<file path="config.mk">
export PLATFORM = sky130hd
export DESIGN_NAME = starting_lights_seq
export DESIGN_NICKNAME = d
export VERILOG_FILES = /design/src/rtl/starting_lights_seq.sv
export SDC_FILE = /design/constraint.sdc
export NUM_CORES = 1
export LEC_CHECK = 0
export BUFFER_PORTS_ARGS = -buffer_cell sky130_fd_sc_hd__buf_2
export CORE_UTILIZATION = 45
export CTS_CLUSTER_DIAMETER = 50
export DETAILED_ROUTE_END_ITERATION = 6
export PLACE_DENSITY_LB_ADDON = 0.2
export SYNTH_ARGS = -nofsm -noshare
export SYNTH_HDL_FRONTEND = slang
export SYNTH_SLANG_ARGS = --single-unit
export TNS_END_PERCENT = 100
</file>
<file path="constraint.sdc">
create_clock -name clk -period 2.97 [get_ports clk]
set_input_delay 0.594 -clock clk [delete_from_list [all_inputs] [get_ports clk]]
set_output_delay 0.594 -clock clk [all_outputs]
set_load 0.02 [all_outputs]
</file>
<file path="src/rtl/starting_lights_seq.sv">
// F1-style starting-lights sequencer: fills N_LEDS lights on divider ticks, then arms the random delay.
// Optional jump-start detection is built when STARTING_LIGHTS_JUMP_START_EN is defined.
module starting_lights_seq #(
  parameter int N_LEDS     = 10,
  parameter int HOLD_TICKS = 1,
  parameter bit FROM_MSB   = 1'b1
) (
  input  logic              clk,
  input  logic              rst,
  input  logic              tick,
  input  logic              trigger,
  input  logic              timeout,
  input  logic              button,
  output logic              en_lfsr,
  output logic              start_delay,
  output logic [N_LEDS-1:0] ledr,
  output logic              lights_out,
  output logic              jump_start
);

  localparam int SW = $clog2(HOLD_TICKS + 1);
  localparam int LW = $clog2(N_LEDS + 1);

  localparam logic [SW-1:0]     SUB_ZERO = SW'(0);
  localparam logic [SW-1:0]     SUB_ONE  = SW'(1);
  localparam logic [SW-1:0]     SUB_LAST = SW'(HOLD_TICKS - 1);
  localparam logic [LW-1:0]     LIT_ZERO = LW'(0);
  localparam logic [LW-1:0]     LIT_ONE  = LW'(1);
  localparam logic [LW-1:0]     LIT_FULL = LW'(N_LEDS);
  localparam logic [N_LEDS-1:0] LED_OFF  = {N_LEDS{1'b0}};
  localparam logic [N_LEDS-1:0] LED_ALL  = {N_LEDS{1'b1}};

`ifdef STARTING_LIGHTS_JUMP_START_EN
  typedef enum logic [1:0] {IDLE = 2'd0, FILL = 2'd1, ARMED = 2'd2, FAULT = 2'd3} state_t;
`else
  typedef enum logic [1:0] {IDLE = 2'd0, FILL = 2'd1, ARMED = 2'd2} state_t;
  logic unused_button_s;
  assign unused_button_s = button;
`endif

  state_t          state_r;
  logic [SW-1:0]   sub_r;
  logic [LW-1:0]   lit_r;

  // n ones packed at the LSB end, mirrored to the MSB end when filling downward
  function automatic logic [N_LEDS-1:0] fill_pattern(input logic [LW-1:0] n);
    logic [N_LEDS:0]   mask;
    logic [N_LEDS-1:0] low;
    logic [N_LEDS-1:0] res;
    mask = ({{N_LEDS{1'b0}}, 1'b1} << n) - {{N_LEDS{1'b0}}, 1'b1};
    low  = mask[N_LEDS-1:0];
    res  = low;
    if (FROM_MSB) begin
      for (int i = 0; i < N_LEDS; i++) res[i] = low[N_LEDS-1-i];
    end
    return res;
  endfunction

  // Sequencer state, step counters and all registered outputs
  always_ff @(posedge clk or posedge rst) begin
    if (rst) begin
      state_r     <= IDLE;
      sub_r       <= SUB_ZERO;
      lit_r       <= LIT_ZERO;
      ledr        <= LED_OFF;
      en_lfsr     <= 1'b1;
      start_delay <= 1'b0;
      lights_out  <= 1'b0;
      jump_start  <= 1'b0;
    end else begin
      start_delay <= 1'b0;
      lights_out  <= 1'b0;
      case (state_r)
        IDLE: begin
          ledr    <= LED_OFF;
          en_lfsr <= 1'b1;
          if (tick && trigger) begin
            state_r <= FILL;
            sub_r   <= SUB_ZERO;
            lit_r   <= LIT_ZERO;
          end
        end
        FILL: begin
`ifdef STARTING_LIGHTS_JUMP_START_EN
          if (button) begin
            state_r    <= FAULT;
            jump_start <= 1'b1;
            en_lfsr    <= 1'b1;
            ledr       <= LED_ALL;
          end else
`endif
          if (tick) begin
            if (sub_r == SUB_LAST) begin
              sub_r <= SUB_ZERO;
              lit_r <= lit_r + LIT_ONE;
              ledr  <= fill_pattern(lit_r + LIT_ONE);
              // last light: freeze the LFSR and load the delay counter on the same edge
              if ((lit_r + LIT_ONE) == LIT_FULL) begin
                state_r     <= ARMED;
                start_delay <= 1'b1;
                en_lfsr     <= 1'b0;
              end
            end else begin
              sub_r <= sub_r + SUB_ONE;
            end
          end
        end
        ARMED: begin
          if (timeout) begin
            state_r    <= IDLE;
            ledr       <= LED_OFF;
            lights_out <= 1'b1;
            en_lfsr    <= 1'b1;
          end
`ifdef STARTING_LIGHTS_JUMP_START_EN
          else if (button) begin
            state_r    <= FAULT;
            jump_start <= 1'b1;
            en_lfsr    <= 1'b1;
          end
`endif
        end
`ifdef STARTING_LIGHTS_JUMP_START_EN
        FAULT: begin
          if (tick && trigger) begin
            state_r    <= IDLE;
            jump_start <= 1'b0;
            ledr       <= LED_OFF;
          end else if (tick) begin
            ledr <= ~ledr;
          end
        end
`endif
        default: begin
          state_r <= IDLE;
          ledr    <= LED_OFF;
          en_lfsr <= 1'b1;
        end
      endcase
    end
  end

endmodule

</file>
==> impl_metrics.yaml <==
critical_path:
  cp-end-kind: "flop"
  crit_arrival_ns: 2.88
  cp_max_fo: 11
  critPathRequiredTime_ns: 3.17
  crit_start: "lit_r[0]"
  r2r_setup_slack_ns: 0.28
  r2r_start: "lit_r[0]"
  worst_setup_path_start_kind: "flop"
  path_class: "flop to flop"
floorplanning:
  row_count: 18
  die_h_um: 54.5
  fp.dieW_um: 54.5
  core-area_sq_um: 2540
  dieArea_sq_um: 2980
  initial_utilization_pct: 48.8
  io_pins: 20
grt:
  use_met1_pct: 24.7
  grtUsageMet2_pct: 32.5
  grt_pass1_wl_mm: 4.06
  grt_remaining_overflow: 0
  grt_pass1_vias: 905
  antenna_found_initial: 0
  top_usage_layer: "met2"
  grt.total_usage_pct: 19.1
  grt_max_degree: 20
  grt.met3_usage_pct: 3.33
synthesis:
  ys_seq_elements: 19
  syn_area_sq_um: 1240
  synth_ff_type: "dfrtp_1"
  ys_warn_count: 1
  syn_nets: 147
  synthCells: 135
  postSynthAreaPerCell_sq_um: 9.20
  async_flop_share_pct: 100
  synth.distinct_cells: 49
  synth-seq-area-share_pct: 38.4
  synth_edf_count: 0
route:
  dr.pass1.iters: 4
  drt-total-wl_mm: 2.60
  route.vias.total: 1055
  first_iter_violations: 29
  avgRoutedWirePerCell_um: 14.3
  vias_per_cell: 5.80
  drc: 0
  antenna_left: 0
timing:
  rsz0062_at_grt: "no"
  tns_ns: 0
  final-max-slew-violation-count: 0
  slew_headroom_pct: 49.7
  period_minus_slack_ns: 2.69
  tightest_slew_ns: 0.754
  hold_viol: 0
  finalSetupViolCount: 0
  fmax_mhz: 372
  period_share_pct: 90.5
  clock_skew_ns: 0.0192
cells_and_area:
  layout-drive-gt1-share_pct: 20.4
  finalInstanceArea_sq_um: 1370
  area_delta_synth_final_pct: 9.87
  nets: 165
  finalNonFillerCells: 182
  num-fill-cells: 244
  n_antenna_cell: 0
placement:
  hpwl_mm: 1.89
  port_buffers: 17
  gp_congestion: 0.812
  dpl-instance-area_sq_um: 1340
  dp_cells: 178
run_status:
  status: "finished clean"
clock_tree:
  tritoncts: "yes"
  cts_resized: 0
  insertion_delay_ns: 0.32
  cts.sinks: 19
  post_cts_buffers: 0
  clk_pin_slew_worst_paths_ns: 0.13
  cts_buffers: 3
  ctsLongestPathBuffers: 2
  root_buffer: "clkbuf_4"
  cts_hold_buf: 0
  cts.htree.levels: 1
run:
  timing.max_cap.violations: 0
power_and_ir_drop:
  p_leak_nw: 0.650
  power_density_nw_per_um2: 1170
  peakVddDrop_mv: 0.570
  p_total_w: 0.00160
hold_path:
  hold_path.class: "primary input to asynchronous set/reset pin"
-- layer usage --
metal,vias up,wire length (um)
li1,525,-
met2,33,1190
met4,0,28
met1,495,1260
met3,2,124
met5,-,0
-- layout by cell type (no fill, tap or decap), types with 2 or more instances in the layout --
cell type	synthesis	final
dfrtp_1	18	18
buf_2	1	17
nand2_1	14	14
o21ai_0	12	12
nor2_1	7	7
inv_1	6	6
ha_1	6	6
xnor2_1	5	5
nor3_1	4	4
nand3_1	4	4
a21oi_1	4	4
a22o_1	4	4
nor2b_1	3	3
o21ai_1	3	3
nand2b_1	3	3
a221o_1	3	3
clkbuf_4	0	3
xor2_1	2	2
nor3b_1	2	2
or2_2	2	2
and3_1	2	2
-- flip-flops by register name (all words and copies together) (netlist names) --
register / count
lights_out: 1
lit_r: 4
ledr: 10
start_delay: 1
en_lfsr: 1
state_r: 2
-- final timing paths --
check                           end  depth (start not counted)
setup / recovery            ledr[3]                         10
hold / removal              ledr[6]                          2
setup reg to reg            ledr[3]                         10
hold reg to reg             ledr[4]                          2
max in group asynchronous  lit_r[0]                          2
min in group clk            ledr[4]                          2
-- through the flow --
| step | hold slack [ns] | utilization (%) | worst slack (ns) |
|---|---|---|---|
| floorplan | 0.447 | - | 0.567 |
| global placement | 0.458 | 52.6 | 0.421 |
| detailed placement | 0.466 | 52.6 | 0.361 |
| CTS | 0.398 | 53.6 | 0.337 |
| global route | 0.430 | 53.6 | 0.185 |
| finish | 0.378 | 53.6 | 0.283 |
-- kinds of logic after synthesis --
logic type	after synthesis	synth area share [%]
compound gates	40	23.4
xor+xnor	7	4.93
fa+ha+maj	6	6.04
buf+inv	11	4.63
flops	19	38.4
other cells	1	0.302
simple gates	51	22.4
-- cells in the mapped netlist (2+ instances only) --
| library cell | number | area, sq um |
|---|---|---|
| a21oi_1 | 4 | 20.0 |
| a221o_1 | 3 | 30.0 |
| a22o_1 | 4 | 35.0 |
| and3_1 | 2 | 12.5 |
| buf_4 | 2 | 15.0 |
| dfrtp_1 | 18 | 450 |
| ha_1 | 6 | 75.1 |
| inv_1 | 6 | 22.5 |
| nand2_1 | 14 | 52.6 |
| nand2b_1 | 3 | 18.8 |
| nand3_1 | 4 | 20.0 |
| nor2_1 | 7 | 26.3 |
| nor2b_1 | 3 | 18.8 |
| nor3_1 | 4 | 20.0 |
| nor3b_1 | 2 | 15.0 |
| o21ai_0 | 12 | 60.1 |
| o21ai_1 | 3 | 15.0 |
| or2_2 | 2 | 12.5 |
| xnor2_1 | 5 | 43.8 |
| xor2_1 | 2 | 17.5 |
-- final cells by class --
class                   count  area [sq um]  area share, %
clock buffers               3          22.5           1.65
clock inverters             1          5.00          0.367
inverters                   6          22.5           1.65
multi-input cells         105           708           51.9
flip-flops and latches     19           477           34.9
well taps                  30          37.5           2.75
repair buffers             18          92.6           6.78
-- report_power, final --
| group | total (W) | internal [W] | switching (W) | leakage, nW |
|---|---|---|---|---|
| Clock | 0.000143 | 0.0000504 | 0.0000925 | 0.0177 |
| Combinational | 0.000988 | 0.000417 | 0.000570 | 0.398 |
| Sequential | 0.000469 | 0.000364 | 0.000105 | 0.234 |
| Total | 0.00160 | 0.000832 | 0.000768 | 0.650 |
-- worst max-delay path: stages, from the launching register on --
cell      delay, ns
dfrtp_1        0.52
ha_1           0.39
nand2_1        0.13
nor3_1         0.06
or2_2          0.33
nand2_1        0.09
ha_1           0.24
o41ai_1        0.11
a41o_1         0.26
nand2b_1       0.15
a221o_1        0.29
Power figures use the tool's default switching activity.
